## config.mk

```make
export PLATFORM = sky130hd
export DESIGN_NAME = ram_2port_bist
export DESIGN_NICKNAME = d
export VERILOG_FILES = /design/src/rtl/ram_2port_bist.sv
export SDC_FILE = /design/constraint.sdc
export NUM_CORES = 1
export LEC_CHECK = 0
export CORE_ASPECT_RATIO = 0.8
export CORE_MARGIN = 2
export CORE_UTILIZATION = 45
export DETAILED_ROUTE_END_ITERATION = 8
export HOLD_SLACK_MARGIN = 0.15
export PLACE_DENSITY = 0.64
export SLEW_MARGIN = 20
export SYNTH_ARGS = -nofsm -noshare
export SYNTH_HDL_FRONTEND = slang
export SYNTH_SLANG_ARGS = --single-unit
```

## constraint.sdc

```tcl
create_clock -name sys_clk -period 4 [get_ports sys_clk]
set_input_delay 1 -clock sys_clk [delete_from_list [all_inputs] [get_ports sys_clk]]
set_output_delay 1 -clock sys_clk [all_outputs]
set_load 0.005 [all_outputs]
```

## src/rtl/ram_2port_bist.sv

```systemverilog
// Self-checking dual-port RAM: fills the RAM with a seeded pattern, reads it back and counts mismatches.
// Latency: done pulses 2*DEPTH+2 cycles after an accepted start; start is ignored while a run is in progress.
module ram_2port_bist #(
    parameter int DATA_W = 8,
    parameter int ADDR_W = 5,
    parameter int DEPTH  = 32
) (
    input  logic              sys_clk,
    input  logic              sys_rst,
    input  logic              start,
    input  logic [1:0]        mode,
    input  logic [DATA_W-1:0] seed,
    output logic              busy,
    output logic              done,
    output logic              pass,
    output logic [15:0]       err_cnt,
    output logic [ADDR_W-1:0] first_err_addr,
    output logic              ram_wr_en,
    output logic [ADDR_W-1:0] ram_wr_addr,
    output logic [DATA_W-1:0] ram_wr_data,
    output logic              ram_rd_en,
    output logic [ADDR_W-1:0] ram_rd_addr,
    output logic [DATA_W-1:0] ram_rd_data
);

    localparam logic [ADDR_W-1:0] LAST = ADDR_W'(DEPTH - 1);

    typedef enum logic [2:0] {S_IDLE, S_WRITE, S_READ, S_DRAIN, S_FIN} state_t;

    state_t              r_state;
    logic [1:0]          r_mode;
    logic [DATA_W-1:0]   r_seed;
    logic                r_busy, r_done, r_pass, r_err_seen;
    logic [15:0]         r_err_cnt;
    logic [ADDR_W-1:0]   r_first_err_addr;
    logic                r_wr_en, r_rd_en, r_cmp_vld;
    logic [ADDR_W-1:0]   r_wr_addr, r_rd_addr, r_cmp_addr;
    logic [DATA_W-1:0]   r_wr_data, r_rd_data, r_cmp_exp;
    logic [DATA_W-1:0]   r_mem [0:(2**ADDR_W)-1];

    logic                w_mis;
    logic [15:0]         w_err_nxt;

    // Mode 3 regenerates the mode-0 sequence; only the written word differs.
    function automatic logic [DATA_W-1:0] f_pat(input logic [1:0] m, input logic [DATA_W-1:0] s,
                                                 input logic [ADDR_W-1:0] a);
        logic [DATA_W-1:0]   v_a;
        logic [2*DATA_W-1:0] v_rot;
        int                  v_sh;
        v_a   = DATA_W'(a);
        v_sh  = int'(a) % DATA_W;
        v_rot = {s, s} << v_sh;
        case (m)
            2'd1:    f_pat = ~(s + v_a);
            2'd2:    f_pat = v_rot[2*DATA_W-1:DATA_W];
            default: f_pat = s + v_a;
        endcase
    endfunction

    function automatic logic [DATA_W-1:0] f_wr(input logic [1:0] m, input logic [DATA_W-1:0] s,
                                                input logic [ADDR_W-1:0] a);
        logic v_flip;
        v_flip = (m == 2'd3) && (a == '0);
        f_wr   = f_pat(m, s, a) ^ {{(DATA_W-1){1'b0}}, v_flip};
    endfunction

    assign w_mis     = r_cmp_vld && (r_rd_data != r_cmp_exp);
    assign w_err_nxt = (w_mis && r_err_cnt != 16'hFFFF) ? r_err_cnt + 16'd1 : r_err_cnt;

    always_ff @(posedge sys_clk or posedge sys_rst) begin
        if (sys_rst) begin
            r_state          <= S_IDLE;
            r_mode           <= '0;
            r_seed           <= '0;
            r_busy           <= 1'b0;
            r_done           <= 1'b0;
            r_pass           <= 1'b0;
            r_err_seen       <= 1'b0;
            r_err_cnt        <= '0;
            r_first_err_addr <= '0;
            r_wr_en          <= 1'b0;
            r_wr_addr        <= '0;
            r_wr_data        <= '0;
            r_rd_en          <= 1'b0;
            r_rd_addr        <= '0;
            r_cmp_vld        <= 1'b0;
            r_cmp_addr       <= '0;
            r_cmp_exp        <= '0;
        end else begin
            r_cmp_vld  <= r_rd_en;
            r_cmp_addr <= r_rd_addr;
            r_cmp_exp  <= f_pat(r_mode, r_seed, r_rd_addr);
            if (w_mis) begin
                r_err_cnt <= w_err_nxt;
                if (!r_err_seen) begin
                    r_err_seen       <= 1'b1;
                    r_first_err_addr <= r_cmp_addr;
                end
            end
            case (r_state)
                S_IDLE: begin
                    if (start) begin
                        r_mode           <= mode;
                        r_seed           <= seed;
                        r_err_cnt        <= '0;
                        r_first_err_addr <= '0;
                        r_err_seen       <= 1'b0;
                        r_pass           <= 1'b0;
                        r_busy           <= 1'b1;
                        r_wr_en          <= 1'b1;
                        r_wr_addr        <= '0;
                        r_wr_data        <= f_wr(mode, seed, '0);
                        r_state          <= S_WRITE;
                    end
                end
                S_WRITE: begin
                    if (r_wr_addr == LAST) begin
                        r_wr_en   <= 1'b0;
                        r_rd_en   <= 1'b1;
                        r_rd_addr <= '0;
                        r_state   <= S_READ;
                    end else begin
                        r_wr_addr <= r_wr_addr + 1'b1;
                        r_wr_data <= f_wr(r_mode, r_seed, r_wr_addr + 1'b1);
                    end
                end
                S_READ: begin
                    if (r_rd_addr == LAST) begin
                        r_rd_en <= 1'b0;
                        r_state <= S_DRAIN;
                    end else begin
                        r_rd_addr <= r_rd_addr + 1'b1;
                    end
                end
                S_DRAIN: begin
                    r_busy  <= 1'b0;
                    r_done  <= 1'b1;
                    r_pass  <= (w_err_nxt == 16'd0);
                    r_state <= S_FIN;
                end
                default: begin
                    r_done  <= 1'b0;
                    r_state <= S_IDLE;
                end
            endcase
        end
    end

    // Storage is deliberately left out of reset so contents survive an aborted run.
    always_ff @(posedge sys_clk) begin
        if (r_wr_en)
            r_mem[r_wr_addr] <= r_wr_data;
        if (r_rd_en)
            r_rd_data <= r_mem[r_rd_addr];
    end

    assign busy           = r_busy;
    assign done           = r_done;
    assign pass           = r_pass;
    assign err_cnt        = r_err_cnt;
    assign first_err_addr = r_first_err_addr;
    assign ram_wr_en      = r_wr_en;
    assign ram_wr_addr    = r_wr_addr;
    assign ram_wr_data    = r_wr_data;
    assign ram_rd_en      = r_rd_en;
    assign ram_rd_addr    = r_rd_addr;
    assign ram_rd_data    = r_rd_data;

endmodule

```

==> results of run 1 <==
==> final cells by class <==
type | count | area (um2) | share of cell area, %
clock inverters | 17 | 186.4 | 1.086
repair buffers | 86 | 830.8 | 4.838
clock buffers | 45 | 933.4 | 5.435
multi-input cells | 503 | 4878 | 28.41
well taps | 427 | 534.3 | 3.111
inverters | 19 | 73.82 | 0.4298
flip-flops and latches | 336 | 9737 | 56.70
==> power by group through the flow <==
stage | Combinational, uW | Sequential (uW) | Clock, uW
3_3_place_gp | 3640 | 5300 | 0
6_report | 3700 | 5230 | 3220
4_1_cts | 3700 | 5240 | 3280
5_1_grt | 4010 | 5300 | 3430
3_5_place_dp | 3680 | 5310 | 0
2_1_floorplan | 2250 | 5240 | 0
==> cells by family (layout without fill, tap and decap cells) <==
logic type                 count (synthesis)  in the layout
buffers and inverters                     73            167
adders and majority gates                 24             24
muxes                                    134            134
xor gates and xnor gates                  49             49
DFF                                      336            336
and+or+nand+nor                          191            191
AOI/OAI and AO/OA                        105            105
==> path summary, 6_finish.rpt <==
| check | end | depth (start not counted) |
|---|---|---|
| min in group asynchronous | ram_wr_addr[0] | 2 |
| worst max register to register | ram_wr_data[5] | 10 |
| worst min register to register | first_err_addr[4] | 2 |
| worst max-delay path | ram_rd_addr[2] | 1 |
| worst min-delay path | first_err_addr[4] | 2 |
| max in group asynchronous | r_cmp_exp[6] | 3 |
==> placed cells by master (no fill, tap or decap), types with 4 or more instances in the layout <==
master,Yosys,routed
a211oi_1,4,4
a21o_1,9,9
a21oi_1,29,29
a221oi_1,14,14
and2_1,6,6
and3_1,11,11
buf_4,7,19
bufinv_16,0,4
clkbuf_1,32,8
clkbuf_16,0,35
clkdlybuf4s50_1,0,64
clkinv_1,1,9
dfrtp_1,72,70
edfxtp_1,264,264
ha_1,22,22
inv_1,17,16
mux2_2,29,29
mux2i_1,13,13
mux4_2,92,92
nand2_1,45,45
nand3_1,13,13
nand3b_1,5,5
nand4_1,9,9
nor2_1,67,67
nor2b_1,6,6
nor3_1,8,8
nor3b_1,4,4
o21ai_0,32,32
xnor2_1,21,21
xor2_1,27,27
==> flip-flops by register name, summed over array words and instances (netlist names), 8 cells and up <==
register	flops
ram_rd_data	8
err_cnt	16
r_cmp_exp	8
r_mem	256
r_seed	8
ram_wr_data	8
==> per-layer routing <==
layer  global-route usage (%)  vias to the layer above  part of all wire [%]
li1                         -                     3700                     -
met4                    5.839                        0                   2.3
met2                    29.13                      321                    43
met3                    3.658                       52                   7.3
met5                        0                        -                     0
met1                    32.58                     4320                    47
==> per-stage QoR <==
step | power (uW) | cells | worst slack [ns] | utilization (%)
after global routing | 12740 | 1433 | 0.7585 | 52.75
after floorplan | 7490 | 912 | 1.175 | -
after CTS | 12220 | 1432 | 0.8569 | 52.73
after detailed placement | 8985 | 1370 | 1.032 | 49.29
after global placement | 8943 | 1370 | 1.010 | 49.29
final | 12150 | 1433 | 0.9191 | 52.75
==> results.cfg, run 1 <==
[power]
seq_power_share_pct = 43.1
switching_power_uw = 3955
power_leakage_uw = 0.005914
clkPwrFrac_pct = 26.5
comb_power_share_pct = 30.4
ir_drop_uv = 841.1
power_density_nw_per_um2 = 707.6
internal_power_uw = 8198
swShare_pct = 32.55

[grt]
grt_max_degree = 56
grt_pass1_vias = 8252
gr-total-overflow = 0
track_usage_pct = 20.57
antenna_found_initial = 0
grt_pass1_wl_um = 53190

[timing]
finalCritPeriodShare_pct = 77.02
timing.slew.headroom_pct = 29.04
setup-violations-final = 0
worst_slew_pin_slew_ns = 1.064
drv_slew = 0
max_clock_freq_ghz = 0.3246
hold_violations = 0
finalSetupTns_ns = 0
clock_skew_ns = 0.02323
fin_hold_ws_ns = 0.4880
period_needed_ns = 3.081
rsz0062_at_grt = no

[place]
port_buffers = 64
routabilityCongestion = 0.8234
hpwlAfterDp_um = 23100
placed_area_um2 = 16050

[logic_synthesis]
synth_fa_ha_area_share_pct = 2.114
synth_commonest_cells = edfxtp_1, mux4_2, dfrtp_1
syn_avg_cell_area_um2 = 16.36
ys_ff_latch = 336
synth_cells = 912
synthTopCellsByArea = edfxtp_1, mux4_2, dfrtp_1
synth_area_um2 = 14920
yosysWarnings = 0
synth.distinct_cells = 55
synth_edf_count = 264
synth_nets = 949
yosysTopAreaCell = edfxtp_1
synthMuxAreaShare_pct = 16.95
async_flop_share_pct = 21.43
synth.most_common_cell = edfxtp_1
netlist.area_leader.share_pct = 53.15
synth_xor_area_share_pct = 2.927
ys.flop_type = edfxtp_1
synth_top_family_by_area = multiplexers
ys_seq_area_share_pct = 65.22
synth_compound_area_share_pct = 4.488
synthSimpleGateAreaFrac_pct = 6.182

[floorplan]
dieWidth_um = 207.6
initial_core_util_pct = 45.82
dieArea_um2 = 34630
num_rows = 59
pin_count = 65
die-height_um = 166.8
core_region_area_um2 = 32560

[clocking]
htree_levels = 2
clock-sinks = 336
clockBufferDepth = 3
cts_buffers = 35
clkTransAtPathRegs_ns = 0.06
cts_resized = 0
cts_tree = built
cts_setup_buffers = 0
cts_hold_buf = 0
root_buffer = clkbuf_16
insertion_delay_ns = 0.53

[worst_setup_path]
reg2reg_slack_ns = 1.01
startpoint = ram_rd_addr[2]
crit_arrival_ns = 2.08
cp-end-kind = output port
critPathKind = reg -> out
cp_top_family = flip-flops
cp.required_ns = 3.00
cpPeakStageDelay_ns = 0.92
crit_path_max_fanout = 15
r2r-start = ram_wr_addr[0]
critPathSlowestCell = dfrtp_1
path_buf_inv = 1
crit_chain = clkdlybuf4s50_1
cp-start-kind = register

[final_layout]
nets = 1018
drive_gt1_share_pct = 19.98
n_antenna_cell = 0
area_growth_pct = 15.13
num-fill-cells = 2577
design_area_um2 = 17170

[route]
firstDrtPassIters = 5
route.detailed.drc = 0
drt-initial-drc-count = 875
viasPerCell = 5.857
routed_wl_um = 35250
wl_per_cell_um = 24.60
dr_total_vias = 8393
detail-route-antenna-nets = 0

[run]
cap_violations = 0

[min_path]
hold_start = r_cmp_addr[4]
min_path_type = reg -> reg

[run_status]
status = complete, no violations
Power figures use the tool's default switching activity.
==> run 2: changes to the inputs <==
- clock period: 4 -> 3.1 ns (I/O delays scaled with it)
==> results.cfg, run 2 (synthesis results as in run 1) <==
[timing]
period_needed_ns = 2.785
setup-violations-final = 0
worst_slew_pin_slew_ns = 0.8149
drv_slew = 0
timing.slew.headroom_pct = 45.47
fin_hold_ws_ns = 0.4838
rsz0062_at_grt = no
clock_skew_ns = 0.02094
finalCritPeriodShare_pct = 89.85
max_clock_freq_ghz = 0.3590
finalSetupTns_ns = 0
hold_violations = 0

[clocking]
insertion_delay_ns = 0.52
root_buffer = clkbuf_16
clkTransAtPathRegs_ns = 0.07
htree_levels = 2
clock-sinks = 336
cts_setup_buffers = 0
clockBufferDepth = 3
cts_hold_buf = 0
cts_tree = built
cts_buffers = 34
cts_resized = 0

[final_layout]
num-fill-cells = 2615
final_util_pct = 53.42
n_antenna_cell = 0
top_register = r_mem
nets = 1053
area_growth_pct = 16.58
multi_input_area_um2 = 4878
drive_gt1_share_pct = 23.27
largest_reg_flops = 256
final_cells = 1467
layout_commonest_cell = edfxtp_1
most-common-layout-cells = edfxtp_1, mux4_2, dfrtp_1
design_area_um2 = 17390
regArea_um2 = 9738

[power]
power_leakage_uw = 0.006074
swShare_pct = 32.92
clkPwrFrac_pct = 25.2
seq_power_share_pct = 43.1
switching_power_uw = 5125
ir_drop_uv = 796.9
comb_power_share_pct = 31.7
power_density_nw_per_um2 = 895.2
internal_power_uw = 10440

[floorplan]
initial_core_util_pct = 45.82
core_region_area_um2 = 32560
pin_count = 65
num_rows = 59
die-height_um = 166.8
dieWidth_um = 207.6
dieArea_um2 = 34630

[place]
hpwlAfterDp_um = 23010
placed_area_um2 = 16340
dp_cells = 1407
port_buffers = 64
routabilityCongestion = 0.8626

[worst_setup_path]
cp-end-kind = output port
crit_path_max_fanout = 22
crit_arrival_ns = 2.01
cp-start-kind = register
critPathKind = reg -> out
cp.required_ns = 2.32

[route]
dr_total_vias = 8479
routed_wl_um = 35080
detail-route-antenna-nets = 0
route.detailed.drc = 0
wl_per_cell_um = 23.91
firstDrtPassIters = 5
viasPerCell = 5.780
drt-initial-drc-count = 898

[grt]
grt_pass1_wl_um = 53240
grt_pass1_vias = 8299
grt_max_degree = 53
gr-total-overflow = 0
track_usage_pct = 20.41
antenna_found_initial = 0

[run]
cap_violations = 0

[min_path]
min_path_type = reg -> reg

[run_status]
status = complete, no violations
==> run 2: cell type report <==
cell class | count | share of cell area (%)
Timing Repair Buffer | 122 | 6.403
Clock inverter | 22 | 1.079
Tap cell | 427 | 3.072
Sequential cell | 336 | 56.00
Clock buffer | 38 | 4.979
Inverter | 19 | 0.4173
Multi-Input combinational cell | 503 | 28.05
==> run 2: path summary, 6_finish.rpt <==
kind | from | end | slack [ns] | cells after the start
setup / recovery | ram_rd_addr[0] | ram_rd_addr[0] | 0.31 | 2
max in group asynchronous | sys_rst | err_cnt[15] | 1.78 | 3
hold / removal | busy | busy | 0.48 | 1
min in group asynchronous | sys_rst | r_seed[0] | 0.64 | 2
setup reg to reg | ram_wr_addr[0] | ram_wr_data[2] | 0.37 | 9
hold reg to reg | busy | busy | 0.48 | 1
==> run 2: power groups by stage <==
stage,Combinational [uW],Sequential (uW),Clock [uW]
after global routing,5390,6780,4160
after detailed placement,4900,6800,0
after floorplan,2900,6760,0
final,4940,6710,3920
after CTS,4940,6710,3980
after global placement,4830,6790,0
==> run 2: stage by stage <==
step,power (uW),setup WS (ns)
floorplan,9664,0.2814
global placement,11620,0.2977
detailed placement,11700,0.2852
CTS,15630,0.2501
global route,16340,0.07690
finish,15570,0.3148
==> run 2: critical path: stages (launching register included) <==
cell,delay [ns]
dfrtp_4,0.47
buf_4,0.40
clkdlybuf4s50_1,0.61
==> run 2: routing by layer <==
| metal | vias up | GRT usage [%] | share of wire [%] |
|---|---|---|---|
| li1 | 3763 | - | - |
| met1 | 4409 | 32.68 | 48 |
| met2 | 269 | 29.16 | 44 |
| met3 | 38 | 3.526 | 6.5 |
| met4 | 0 | 4.565 | 1.7 |
| met5 | - | 0 | 0 |
==> run 3: changes to the inputs <==
- CORE_MARGIN: 2 -> default
==> results.cfg, run 3 (synthesis results as in run 1) <==
[final_layout]
nets = 1050
layout_commonest_cell = edfxtp_1
drive_gt1_share_pct = 22.91
num-fill-cells = 2583
final_cells = 1466
largest_reg_flops = 256
top_register = r_mem
most-common-layout-cells = edfxtp_1, mux4_2, dfrtp_1
area_growth_pct = 17.10
n_antenna_cell = 0
design_area_um2 = 17470

[floorplan]
initial_core_util_pct = 45.82
dieArea_um2 = 33880
core_region_area_um2 = 32560
die-height_um = 164.8
pin_count = 65
dieWidth_um = 205.6
num_rows = 59

[worst_setup_path]
cpPeakStageDelay_ns = 0.47
worstSetupPathDepth = 10
cp.required_ns = 3.54
cp-start-kind = register
cp_top_family = compound AO/OA/AOI/OAI gates
reg2reg_depth = 10
path_buf_inv = 1
critPathSlowestCell = dfrtp_1
crit_path_max_fanout = 7
critPathKind = reg -> reg
crit_arrival_ns = 3.14
crit_chain = inv_1 > ha_1 > fa_1 > a21o_1 > a21oi_1 > xor2_1 > a221oi_1 > a211oi_1 > a21oi_1 > o21ai_0
cp-end-kind = register
worst_path_most_repeated_cell = a21oi_1

[clocking]
cts_setup_buffers = 0
htree_levels = 2
cts_buffers = 35
root_buffer = clkbuf_16
clockBufferDepth = 3
cts_resized = 0
insertion_delay_ns = 0.53
clkTransAtPathRegs_ns = 0.06
clock-sinks = 336
cts_hold_buf = 0
cts_tree = built

[timing]
drv_slew = 0
worst_slew_pin_slew_ns = 0.8114
period_needed_ns = 2.698
rsz0062_at_grt = no
finalCritPeriodShare_pct = 87.03
max_clock_freq_ghz = 0.3706
setup-violations-final = 0
timing.slew.headroom_pct = 45.71
hold_violations = 0
clock_skew_ns = 0.01300
fin_hold_ws_ns = 0.4803
finalSetupTns_ns = 0

[grt]
grt_max_degree = 35
track_usage_pct = 21.19
antenna_found_initial = 0
grt_pass1_wl_um = 52490
gr-total-overflow = 0
grt_pass1_vias = 8266

[place]
placed_area_um2 = 16330
dp_cells = 1403
hpwlAfterDp_um = 22820
routabilityCongestion = 0.8291
port_buffers = 64

[power]
power_leakage_uw = 0.006101
power_density_nw_per_um2 = 905.5
ir_drop_uv = 919.1
finalPower_uw = 15820

[route]
route.detailed.drc = 0
firstDrtPassIters = 5
wl_per_cell_um = 23.73
routed_wl_um = 34790
detail-route-antenna-nets = 0
dr_total_vias = 8517
viasPerCell = 5.810
drt-initial-drc-count = 777

[min_path]
min_path_type = reg -> reg
min_path_cells = 0

[run]
cap_violations = 0

[run_status]
status = complete, no violations
==> run 3: cell types whose count changed in the layout (fill, tap and decap cells not counted), moves of 2 or more <==
| cell | change |
|---|---|
| buf_12 | +2 |
| buf_4 | -6 |
| clkinv_2 | -2 |
| inv_6 | +2 |
| bufinv_16 | +2 |
| clkinv_4 | -2 |
==> run 3: final timing paths <==
check / to / slack [ns] / from
min in group asynchronous: r_seed[4] / 0.61 / sys_rst
worst min register to register: r_cmp_addr[3] / 0.48 / ram_rd_addr[3]
max in group asynchronous: first_err_addr[3] / 1.76 / sys_rst
worst min-delay path: r_cmp_addr[3] / 0.48 / ram_rd_addr[3]
worst max register to register: ram_wr_data[4] / 0.40 / ram_wr_addr[1]
worst max-delay path: ram_wr_data[4] / 0.40 / ram_wr_addr[1]
==> run 3: metal layers <==
layer / part of all wire (%) / track usage [%] / wire length [um]
met5: 0 / 0 / 0
met4: 1.3 / 5.017 / 469
met1: 47 / 33.31 / 16230
met2: 44 / 29.74 / 15260
met3: 8.1 / 4.676 / 2824
==> run 3: layout make-up <==
cell class                      count  area (um2)  area share (%)
Clock buffer                       41       908.4           5.200
Timing Repair Buffer              118        1109           6.346
Inverter                           19       72.57          0.4154
Sequential cell                   336        9737           55.74
Clock inverter                     22       229.0           1.311
Tap cell                          427       534.3           3.059
Multi-Input combinational cell    503        4878           27.93
==> run 3: worst register-to-register path: stages (launching register included) <==
cell and delay [ns]:
dfrtp_1 0.47, inv_1 0.10, ha_1 0.38, fa_1 0.44, a21o_1 0.18, a21oi_1 0.21
xor2_1 0.23, a221oi_1 0.12, a211oi_1 0.24, a21oi_1 0.06, o21ai_0 0.18
==> run 3: per-stage QoR <==
step / util (%) / worst slack (ns)
floorplan: - / 0.2814
CTS: 53.66 / 0.3727
detailed placement: 50.16 / 0.4195
global route: 53.66 / 0.1033
finish: 53.66 / 0.4020
global placement: 50.16 / 0.4642
==> run 3: where the power goes <==
group          internal, uW  switching, uW
clock                  2450           1740
sequential             6110            570
combinational          2130           2820
